==> src/rtl/strokie_pkg.sv <==
// Shared types and constants for the strokie FPU vector sequencer.
// Holds the opcode/mode encodings, the driver FSM state type, the test-vector
// record and the default 16-entry vector table.
package strokie_pkg;

    // FPU operation codes
    localparam logic [2:0] OP_ADD = 3'b000;
    localparam logic [2:0] OP_SUB = 3'b001;
    localparam logic [2:0] OP_MUL = 3'b010;
    localparam logic [2:0] OP_DIV = 3'b011;

    // Precision select
    localparam logic MODE_HALF   = 1'b0;
    localparam logic MODE_SINGLE = 1'b1;

    // Rounding select
    localparam logic RND_NEAREST = 1'b0;
    localparam logic RND_ZERO    = 1'b1;

    // Physical depth of the vector table and of the result buffer
    localparam int unsigned VEC_DEPTH = 16;

    typedef enum logic [2:0] {
        StIdle,
        StIssue,
        StWait,
        StStore,
        StDone
    } state_e;

    typedef struct packed {
        logic [31:0] op_a;
        logic [31:0] op_b;
        logic [2:0]  op_code;
        logic        mode_fp;
        logic        round_mode;
    } vec_t;

    function automatic vec_t mk_vec(input logic [31:0] a, input logic [31:0] b,
                                    input logic [2:0] op, input logic mode,
                                    input logic rnd);
        vec_t v;
        v.op_a       = a;
        v.op_b       = b;
        v.op_code    = op;
        v.mode_fp    = mode;
        v.round_mode = rnd;
        return v;
    endfunction

    // Default table; half-precision operands sit in the low 16 bits.
    function automatic vec_t default_vec(input logic [3:0] idx);
        vec_t v;
        case (idx)
            4'd0:  v = mk_vec(32'h0000_0064, 32'h0000_0047, OP_ADD, MODE_HALF,   RND_NEAREST);
            4'd1:  v = mk_vec(32'h0000_3C00, 32'h0000_4000, OP_ADD, MODE_HALF,   RND_NEAREST);
            4'd2:  v = mk_vec(32'h0000_4200, 32'h0000_3C00, OP_SUB, MODE_HALF,   RND_NEAREST);
            4'd3:  v = mk_vec(32'h0000_4000, 32'h0000_4200, OP_MUL, MODE_HALF,   RND_NEAREST);
            4'd4:  v = mk_vec(32'h3F80_0000, 32'h4000_0000, OP_ADD, MODE_SINGLE, RND_NEAREST);
            4'd5:  v = mk_vec(32'h4040_0000, 32'h3F80_0000, OP_SUB, MODE_SINGLE, RND_NEAREST);
            4'd6:  v = mk_vec(32'h4000_0000, 32'h4040_0000, OP_MUL, MODE_SINGLE, RND_NEAREST);
            4'd7:  v = mk_vec(32'h40C0_0000, 32'h4000_0000, OP_DIV, MODE_SINGLE, RND_NEAREST);
            4'd8:  v = mk_vec(32'h0000_4600, 32'h0000_4000, OP_DIV, MODE_HALF,   RND_NEAREST);
            // Overflow, divide-by-zero, underflow and NaN corner cases
            4'd9:  v = mk_vec(32'h0000_7BFF, 32'h0000_7BFF, OP_ADD, MODE_HALF,   RND_ZERO);
            4'd10: v = mk_vec(32'h7F7F_FFFF, 32'h4000_0000, OP_MUL, MODE_SINGLE, RND_NEAREST);
            4'd11: v = mk_vec(32'h0080_0000, 32'h3F00_0000, OP_MUL, MODE_SINGLE, RND_ZERO);
            4'd12: v = mk_vec(32'h0000_3C00, 32'h0000_0000, OP_DIV, MODE_HALF,   RND_NEAREST);
            4'd13: v = mk_vec(32'h7FC0_0000, 32'h3F80_0000, OP_ADD, MODE_SINGLE, RND_NEAREST);
            4'd14: v = mk_vec(32'h0000_BC00, 32'h0000_3C00, OP_ADD, MODE_HALF,   RND_NEAREST);
            default: v = mk_vec(32'hBF80_0000, 32'hBF80_0000, OP_MUL, MODE_SINGLE, RND_NEAREST);
        endcase
        return v;
    endfunction

endpackage

==> src/rtl/strokie_vec_rom.sv <==
// Combinational lookup into the default vector table. The driver registers
// the looked-up entry at its FPU outputs.
module strokie_vec_rom
    import strokie_pkg::*;
(
    input  logic [3:0] idx,
    output vec_t       vec
);

    // Pure table decode
    always_comb begin
        vec = default_vec(idx);
    end

endmodule

==> src/rtl/strokie_seq_driver.sv <==
// Vector sequencer for one strokie FPU: issues N_VEC table operations through
// the START/VALID handshake, buffers the results, ORs the status flags, aborts
// on a hung FPU and cycles the buffered results onto the LEDs.
module strokie_seq_driver
    import strokie_pkg::*;
#(
    parameter int unsigned N_VEC   = 4,
    parameter int unsigned TIMEOUT = 64,
    parameter int unsigned DWELL   = 50_000_000,
    parameter int unsigned LED_W   = 8
) (
    input  logic             CLK,
    input  logic             RESET,
    input  logic             GO,
    input  logic [1:0]       LED_SEL,
    output logic [31:0]      FPU_OP_A,
    output logic [31:0]      FPU_OP_B,
    output logic [2:0]       FPU_OP_CODE,
    output logic             FPU_MODE_FP,
    output logic             FPU_ROUND_MODE,
    output logic             FPU_START,
    input  logic [31:0]      FPU_RESULT,
    input  logic             FPU_VALID,
    input  logic [4:0]       FPU_FLAGS,
    output logic [LED_W-1:0] leds,
    output logic             BUSY,
    output logic             DONE,
    output logic             ERR,
    output logic [4:0]       FLAGS_ACC
);

    localparam logic [3:0]  LAST_IDX  = 4'(N_VEC - 1);
    localparam logic [31:0] WAIT_LAST = 32'(TIMEOUT - 1);
    localparam logic [31:0] DWELL_LAST = 32'(DWELL - 1);
    localparam vec_t        RESET_VEC = default_vec(4'd0);

    state_e            state_q, state_d;
    logic [3:0]        idx_q, idx_d;
    logic [3:0]        disp_q, disp_d;
    logic [31:0]       wcnt_q, wcnt_d;
    logic [31:0]       dcnt_q, dcnt_d;
    logic              err_q, err_d;
    logic [4:0]        flags_q, flags_d;
    logic [31:0]       res_q [VEC_DEPTH];
    logic [31:0]       res_d [VEC_DEPTH];
    vec_t              rom_vec;
    vec_t              vec_q;
    logic              start_q;
    logic              busy_q;
    logic              done_q;
    logic [LED_W-1:0]  leds_q, leds_d;
    logic [31:0]       shown;
    logic [7:0]        sel_byte;

    // Table is addressed by the next index so the registered operands are
    // already valid in the ISSUE cycle and stay put through WAIT.
    strokie_vec_rom u_vec_rom (
        .idx (idx_d),
        .vec (rom_vec)
    );

    // Next-state logic: sequencing, timeout, result capture and display stepping
    always_comb begin
        state_d = state_q;
        idx_d   = idx_q;
        disp_d  = disp_q;
        wcnt_d  = wcnt_q;
        dcnt_d  = dcnt_q;
        err_d   = err_q;
        flags_d = flags_q;
        for (int i = 0; i < VEC_DEPTH; i++) begin
            res_d[i] = res_q[i];
        end

        unique case (state_q)
            StIdle, StDone: begin
                if (GO) begin
                    state_d = StIssue;
                    idx_d   = '0;
                    disp_d  = '0;
                    wcnt_d  = '0;
                    dcnt_d  = '0;
                    err_d   = 1'b0;
                    flags_d = '0;
                    for (int i = 0; i < VEC_DEPTH; i++) begin
                        res_d[i] = '0;
                    end
                end else if (state_q == StDone) begin
                    if (dcnt_q == DWELL_LAST) begin
                        dcnt_d = '0;
                        disp_d = (disp_q == LAST_IDX) ? 4'd0 : disp_q + 4'd1;
                    end else begin
                        dcnt_d = dcnt_q + 32'd1;
                    end
                end
            end
            StIssue: begin
                // VALID is deliberately not looked at here
                state_d = StWait;
                wcnt_d  = '0;
            end
            StWait: begin
                // A VALID on the limit cycle still counts as a completion
                if (FPU_VALID) begin
                    res_d[idx_q] = FPU_RESULT;
                    flags_d      = flags_q | FPU_FLAGS;
                    state_d      = StStore;
                end else if (wcnt_q == WAIT_LAST) begin
                    res_d[idx_q] = '0;
                    err_d        = 1'b1;
                    state_d      = StDone;
                    disp_d       = '0;
                    dcnt_d       = '0;
                end else begin
                    wcnt_d = wcnt_q + 32'd1;
                end
            end
            StStore: begin
                if (idx_q == LAST_IDX) begin
                    state_d = StDone;
                    disp_d  = '0;
                    dcnt_d  = '0;
                end else begin
                    idx_d   = idx_q + 4'd1;
                    state_d = StIssue;
                end
            end
            default: begin
                state_d = StIdle;
            end
        endcase
    end

    // LED mux works on next-state values so the registered LEDs track DONE exactly
    always_comb begin
        shown    = res_d[disp_d];
        sel_byte = '0;
        unique case (LED_SEL)
            2'd0: sel_byte = shown[7:0];
            2'd1: sel_byte = shown[15:8];
            2'd2: sel_byte = shown[23:16];
            2'd3: sel_byte = shown[31:24];
            default: sel_byte = '0;
        endcase
        leds_d = (state_d == StDone) ? LED_W'(sel_byte) : '0;
    end

    // FSM, counters, result buffer and all registered outputs
    always_ff @(posedge CLK or negedge RESET) begin
        if (!RESET) begin
            state_q <= StIdle;
            idx_q   <= '0;
            disp_q  <= '0;
            wcnt_q  <= '0;
            dcnt_q  <= '0;
            err_q   <= 1'b0;
            flags_q <= '0;
            for (int i = 0; i < VEC_DEPTH; i++) begin
                res_q[i] <= '0;
            end
            vec_q   <= RESET_VEC;
            start_q <= 1'b0;
            busy_q  <= 1'b0;
            done_q  <= 1'b0;
            leds_q  <= '0;
        end else begin
            state_q <= state_d;
            idx_q   <= idx_d;
            disp_q  <= disp_d;
            wcnt_q  <= wcnt_d;
            dcnt_q  <= dcnt_d;
            err_q   <= err_d;
            flags_q <= flags_d;
            for (int i = 0; i < VEC_DEPTH; i++) begin
                res_q[i] <= res_d[i];
            end
            vec_q   <= rom_vec;
            start_q <= (state_d == StIssue);
            busy_q  <= (state_d == StIssue) || (state_d == StWait) || (state_d == StStore);
            done_q  <= (state_d == StDone);
            leds_q  <= leds_d;
        end
    end

    assign FPU_OP_A       = vec_q.op_a;
    assign FPU_OP_B       = vec_q.op_b;
    assign FPU_OP_CODE    = vec_q.op_code;
    assign FPU_MODE_FP    = vec_q.mode_fp;
    assign FPU_ROUND_MODE = vec_q.round_mode;
    assign FPU_START      = start_q;
    assign BUSY           = busy_q;
    assign DONE           = done_q;
    assign ERR            = err_q;
    assign FLAGS_ACC      = flags_q;
    assign leds           = leds_q;

endmodule

==> config.mk <==
export PLATFORM = sky130hd
export DESIGN_NAME = strokie_seq_driver
export DESIGN_NICKNAME = d
export VERILOG_FILES = /design/src/rtl/strokie_pkg.sv /design/src/rtl/strokie_vec_rom.sv /design/src/rtl/strokie_seq_driver.sv
export SDC_FILE = /design/constraint.sdc
export NUM_CORES = 2
export LEC_CHECK = 0
export BUFFER_PORTS_ARGS = -buffer_cell sky130_fd_sc_hd__buf_2
export CORE_UTILIZATION = 62
export DETAILED_ROUTE_END_ITERATION = 6
export PLACE_DENSITY = 0.9
export SETUP_SLACK_MARGIN = 0.5
export SLEW_MARGIN = 20
export SYNTH_ARGS = -nofsm -noshare
export SYNTH_HDL_FRONTEND = slang
export SYNTH_SLANG_ARGS = --single-unit
==> constraint.sdc <==
create_clock -name CLK -period 4 [get_ports CLK]
set_input_delay 0.4 -clock CLK [delete_from_list [all_inputs] [get_ports CLK]]
set_output_delay 0.4 -clock CLK [all_outputs]
set_load 0.03 [all_outputs]
==> impl_metrics.env, run 1 <==
export IMPL_async_flop_share=1.00
export IMPL_gate_count_of_the_mapped_netlist=3135
export IMPL_chipHeight_um=224
export IMPL_grt_start_max_net_pins=106
export IMPL_die_w_um=224
export IMPL_htree_num_levels=2
export IMPL_place_gp_congestion=1.13
export IMPL_io_pins=129
export IMPL_synth_distinct_cells=98
export IMPL_ys_warn_count=0
export IMPL_cts_root_buffer="sky130_fd_sc_hd__clkbuf_16"
export IMPL_seq_area_frac_synth=0.515
export IMPL_cts_buffers=61
export IMPL_synth_ff_latch_count=631
export IMPL_number_of_enable_type_register_cells_in_the_synthesized_netlist=0
export IMPL_synth_top_flop_cell="sky130_fd_sc_hd__dfrtp_1"
export IMPL_floorplan_initialDensity=0.628
export IMPL_lastStage="global routing"
export IMPL_run_status="did not finish"
export IMPL_cts_path_max_buffers=3
export IMPL_syn_mean_instance_area_um2=9.78
export IMPL_placement_setup_worst_slack_ns=-0.126
export IMPL_toolErrorMsg="[ERROR GRT-0232] Routing congestion too high. Check the congestion heatmap in the GUI."
export IMPL_syn_area_um2=30700
export IMPL_detailedPlacementHpwl_mm=74.6
export IMPL_placement_rows=81
export IMPL_buffer_ports_inserted=120
export IMPL_gr_usage_all_layers=0.812
export IMPL_grt_remaining_overflow=312
export IMPL_clock_sinks=631
==> cell families after synthesis <==
family,share of synthesized area
AO/OA/AOI/OAI,0.231
other,0.000122
buffers and inverters,0.0580
AND/OR/NAND/NOR,0.145
multiplexers,0.0304
flip-flops,0.515
XOR/XNOR,0.0143
adder cells (fa/ha/maj),0.00531
==> metal layers <==
metal,overflow,GRT usage
met1,42,0.788
met5,8,0.644
met3,62,0.766
met4,89,0.771
met2,111,0.909
==> Yosys cell counts (6+ instances only) <==
library cell	instances	area, µm²
sky130_fd_sc_hd__a211oi_1	13	97.6
sky130_fd_sc_hd__a21o_1	20	150
sky130_fd_sc_hd__a21oi_1	67	335
sky130_fd_sc_hd__a221o_1	18	180
sky130_fd_sc_hd__a221oi_1	42	368
sky130_fd_sc_hd__a22o_1	104	911
sky130_fd_sc_hd__a22oi_1	34	255
sky130_fd_sc_hd__a311o_1	7	70.1
sky130_fd_sc_hd__a311oi_1	42	368
sky130_fd_sc_hd__a31oi_1	17	106
sky130_fd_sc_hd__and2_1	41	257
sky130_fd_sc_hd__and3_1	22	138
sky130_fd_sc_hd__buf_1	20	75.1
sky130_fd_sc_hd__buf_2	59	295
sky130_fd_sc_hd__buf_4	57	428
sky130_fd_sc_hd__buf_6	9	101
sky130_fd_sc_hd__clkbuf_1	160	601
sky130_fd_sc_hd__dfrtp_1	629	15700
sky130_fd_sc_hd__ha_1	13	163
sky130_fd_sc_hd__inv_1	56	210
sky130_fd_sc_hd__mux2_2	23	259
sky130_fd_sc_hd__mux2i_1	60	601
sky130_fd_sc_hd__nand2_1	494	1850
sky130_fd_sc_hd__nand2b_1	10	62.6
sky130_fd_sc_hd__nand3_1	54	270
sky130_fd_sc_hd__nand4_1	13	81.3
sky130_fd_sc_hd__nor2_1	245	920
sky130_fd_sc_hd__nor2b_1	7	43.8
sky130_fd_sc_hd__nor3_1	55	275
sky130_fd_sc_hd__nor4_1	12	75.1
sky130_fd_sc_hd__o211a_1	38	380
sky130_fd_sc_hd__o211ai_1	108	811
sky130_fd_sc_hd__o21ai_0	259	1300
sky130_fd_sc_hd__o22ai_1	17	106
sky130_fd_sc_hd__o2bb2ai_1	78	683
sky130_fd_sc_hd__o311a_1	6	60.1
sky130_fd_sc_hd__o31ai_1	19	143
sky130_fd_sc_hd__o32ai_1	15	131
sky130_fd_sc_hd__or2_2	10	62.6
sky130_fd_sc_hd__or3_1	14	87.6
sky130_fd_sc_hd__or4_1	6	45.0
sky130_fd_sc_hd__xnor2_1	13	114
sky130_fd_sc_hd__xor2_1	37	324
==> repair_timing <==
item / 4_1_cts
setup buffers: 64
endpoints found under the hold margin: 87
pin swaps: 41
cloned: 18
setup endpoints to repair: 16
hold buffers: 2
gates resized for setup: 140
==> metrics by stage <==
| stage | hold WS [ns] | cells | cell area (µm²) | util |
|---|---|---|---|---|
| floorplan | 0.104 | 3142 | 30700 | - |
| detailed placement | 0.460 | 3845 | 32700 | 0.670 |
| global placement | 0.443 | 3845 | 32700 | 0.670 |
| CTS | 0.000992 | 4042 | 36800 | 0.753 |
==> inputs of run 2 (changes only) <==
CORE_UTILIZATION = 40   (was 62)
PLACE_DENSITY = default   (was 0.9)
PLACE_DENSITY_LB_ADDON = 0.15   (was default)
SETUP_SLACK_MARGIN = default   (was 0.5)
==> run 2 against run 1 <==
  * The flow now finishes without violations
  * Synthesized cell count stayed put
  * Synthesized area is the same
==> impl_metrics.env, run 2 <==
export IMPL_run_status="complete, no violations"
export IMPL_number_of_enable_type_register_cells_in_the_synthesized_netlist=0
export IMPL_slew_headroom=0.379
export IMPL_synth_top_flop_cell="sky130_fd_sc_hd__dfrtp_1"
export IMPL_grt_start_max_net_pins=125
export IMPL_filler_cell_count=7049
export IMPL_syn_mean_instance_area_um2=9.78
export IMPL_grt_pass1_vias=27000
export IMPL_overall_die_area_um2=77800
export IMPL_drt_iter0_drc=3502
export IMPL_netlist_top_cells_count="629 x sky130_fd_sc_hd__dfrtp_1, 494 x sky130_fd_sc_hd__nand2_1, 259 x sky130_fd_sc_hd__o21ai_0"
export IMPL_worst_r2r_setup_slack_ns=0.07
export IMPL_floorplan_initialDensity=0.404
export IMPL_max_freq_mhz=254
export IMPL_combinationalPowerShare=0.337
export IMPL_timing_critical_path_from="dcnt_q[9]$_DFFE_PN0P_"
export IMPL_synth_distinct_cells=98
export IMPL_worst_clock_skew_ns=0.0309
export IMPL_num_vias=27900
export IMPL_slew_violations=0
export IMPL_synth_ff_latch_count=631
export IMPL_async_flop_share=1.00
export IMPL_buffer_ports_inserted=120
export IMPL_critPathRequiredTime_ns=4.49
export IMPL_power_net_switching_w=0.00813
export IMPL_io_pins=129
export IMPL_placement_rows=101
export IMPL_p_int_w=0.0127
export IMPL_antenna_found_initial=8
export IMPL_viasPerCell=6.30
export IMPL_setup_violations_final=0
export IMPL_cts_buffers=73
export IMPL_drt_antenna_violating_nets=0
export IMPL_yosysTopAreaCell="sky130_fd_sc_hd__dfrtp_1"
export IMPL_timing_worst_setup_path_type="register to register"
export IMPL_finish_net_count=3400
export IMPL_first_pass_iters=6
export IMPL_mostFrequentLayoutCell="sky130_fd_sc_hd__dfrtp_1"
export IMPL_biggestRegsByFlops="res_q: 512 flops, dcnt_q: 32 flops, wcnt_q: 32 flops"
export IMPL_die_w_um=279
export IMPL_portion_of_the_clock_cycle_consumed_by_the_worst_path_in_the_final_layout=0.984
export IMPL_clk_pin_slew_worst_paths_ns=0.06
export IMPL_area_growth_synth_to_final_pct=20.3
export IMPL_drcViolationCount=0
export IMPL_worst_r2r_cell_count=13
export IMPL_cp_endpoint="leds[7]$_DFF_PN0_"
export IMPL_ys_warn_count=0
export IMPL_worst_ep_arrival_time_ns=4.42
export IMPL_cts_root_buffer="sky130_fd_sc_hd__clkbuf_16"
export IMPL_grt_remaining_overflow=0
export IMPL_power_switching_fraction=0.391
export IMPL_grt_pass1_wl_mm=189
export IMPL_hold_path_class="primary input to register"
export IMPL_tritoncts_clock_tree="yes"
export IMPL_clock_sinks=631
export IMPL_htree_num_levels=3
export IMPL_reg2reg_to="leds[7]$_DFF_PN0_"
export IMPL_final_layout_size_suffix_gt1_frac=0.196
export IMPL_power_share_clock=0.332
export IMPL_place_gp_congestion=0.982
export IMPL_detailedPlacementHpwl_mm=86.5
export IMPL_synth_top_cell_area_share=0.513
export IMPL_commonest_non_fill_non_tap_cells_in_the_layout="629 x sky130_fd_sc_hd__dfrtp_1, 491 x sky130_fd_sc_hd__nand2_1, 257 x sky130_fd_sc_hd__o21ai_0, 254 x sky130_fd_sc_hd__buf_4, 238 x sky130_fd_sc_hd__nor2_1"
export IMPL_chipHeight_um=279
export IMPL_power_density_nw_per_um2=564
export IMPL_pwr_share_seq=0.330
export IMPL_crit_reg2reg_launch="dcnt_q[9]$_DFFE_PN0P_"
export IMPL_layout_min_cycle_time_ns=3.93
export IMPL_critical_path_peak_fanout=27
export IMPL_final_setup_tns_ns=0
export IMPL_seq_area_frac_synth=0.515
export IMPL_ys_top_cells_by_area="sky130_fd_sc_hd__dfrtp_1 51%, sky130_fd_sc_hd__nand2_1 6.0%, sky130_fd_sc_hd__o21ai_0 4.2%"
export IMPL_core_area_um2=75900
export IMPL_gate_count_of_the_mapped_netlist=3135
export IMPL_max_vdd_ir_drop_uv=442
export IMPL_gr_usage_all_layers=0.331
export IMPL_flip_flop_count_of_the_largest_register_all_copies_and_words_added=512
export IMPL_synth_most_common_cell="sky130_fd_sc_hd__dfrtp_1"
export IMPL_cts_path_max_buffers=3
export IMPL_syn_area_um2=30700
export IMPL_wl_per_cell_um=29.4
export IMPL_final_cell_area_um2=36900
export IMPL_cellLeakagePower_nw=17.5
export IMPL_clock_latency_ns=0.64
export IMPL_detailed_place_area_um2=33900
export IMPL_start_kind="register"
export IMPL_worst_setup_path_end_kind="register"
export IMPL_finalWirelength_mm=131
export IMPL_max_slew_worst_pin_slew_ns=0.930
export IMPL_register_with_the_most_flip_flops="res_q"
export IMPL_max_cap_viol_count=0
export IMPL_finalHoldViolations=0
==> run 2: cell type report <==
cell class                      count  area, µm²  share of cell area
Antenna cell                        3       7.51            0.000204
Clock buffer                      107       2210              0.0599
Clock inverter                     23        253             0.00685
Inverter                           61        278             0.00753
Tap cell                         1030       1290              0.0349
Sequential cell                   631      15800               0.428
Multi-Input combinational cell   2143      13400               0.363
Timing Repair Buffer              434       3650              0.0990
==> run 2: metrics by stage <==
stage / util / hold WS [ns] / setup slack [ns] / std cells / power, W
after floorplan: - / 0.104 / 0.571 / 3142 / 0.00986
after global routing: 0.485 / 0.0472 / -0.00546 / 4429 / 0.0213
after CTS: 0.479 / 0.0126 / -0.0133 / 4406 / 0.0204
final: 0.486 / 0.0311 / 0.0652 / 4432 / 0.0208
after detailed placement: 0.446 / 0.452 / -0.265 / 4274 / 0.0135
after global placement: 0.446 / 0.444 / -0.277 / 4274 / 0.0134
==> run 2: cells by family (layout without fill, tap and decap cells) <==
family,Yosys count,in the layout,synth area share
buffers and inverters,368,625,0.0580
AOI/OAI and AO/OA,973,973,0.231
adders and majority gates,13,13,0.00531
muxes,88,88,0.0304
and+or+nand+nor,1011,1011,0.145
xor gates and xnor gates,50,50,0.0143
other,1,11,0.000122
DFF,631,631,0.515
==> run 2: worst max-delay path, stage by stage, from the launching register on <==
cell                       delay, ns
sky130_fd_sc_hd__dfrtp_1        0.38
sky130_fd_sc_hd__or4b_4         0.55
sky130_fd_sc_hd__nor4_4         0.40
sky130_fd_sc_hd__buf_4          0.19
sky130_fd_sc_hd__nand4_1        0.20
sky130_fd_sc_hd__mux2i_4        0.27
sky130_fd_sc_hd__nor2_4         0.11
sky130_fd_sc_hd__buf_12         0.15
sky130_fd_sc_hd__buf_6          0.26
sky130_fd_sc_hd__a311oi_1       0.20
sky130_fd_sc_hd__a311oi_1       0.30
sky130_fd_sc_hd__a31oi_1        0.08
sky130_fd_sc_hd__o211ai_1       0.56
sky130_fd_sc_hd__a31oi_1        0.11
==> run 2: power by group through the flow <==
| stage | sequential, W | clock, W | combinational, W |
|---|---|---|---|
| floorplan | 0.00708 | 0 | 0.00277 |
| global placement | 0.00698 | 0 | 0.00647 |
| detailed placement | 0.00698 | 0 | 0.00648 |
| CTS | 0.00687 | 0.00699 | 0.00651 |
| global route | 0.00691 | 0.00724 | 0.00715 |
| finish | 0.00688 | 0.00692 | 0.00702 |
==> run 2: how the worst min path moves through the flow <==
stage               cells after the start                  endpoint                  from  slack (ns)
floorplan                               0            BUSY$_DFF_PN0_                 RESET        0.10
global route                            3  FLAGS_ACC[1]$_DFFE_PN0P_          FPU_FLAGS[1]        0.05
finish                                  3  FLAGS_ACC[3]$_DFFE_PN0P_          FPU_FLAGS[3]        0.03
detailed placement                      2       res_q[21]$_DFF_PN0_   res_q[21]$_DFF_PN0_        0.45
global placement                        2      res_q[378]$_DFF_PN0_  res_q[378]$_DFF_PN0_        0.44
CTS                                     3  FLAGS_ACC[3]$_DFFE_PN0P_          FPU_FLAGS[3]        0.01
==> run 2: per-layer routing <==
metal  vias to the layer above  GRT usage  wire [µm]
met1                     14000      0.454      53300
met2                      1773      0.491      56800
met3                       358     0.0825      14100
met4                         2      0.151       6350
met5                         -          0         11
li1                      11800          -          -
==> run 2: what timing repair did <==
item,CTS,global route
setup buffers,1,21
gates cloned,0,3
resized for setup,9,52
hold endpoints to repair,67,0
hold buffers,1,0
endpoints found under the setup margin,8,8
pin swaps,1,18
Note: power is estimated with default switching activity, not from simulation.
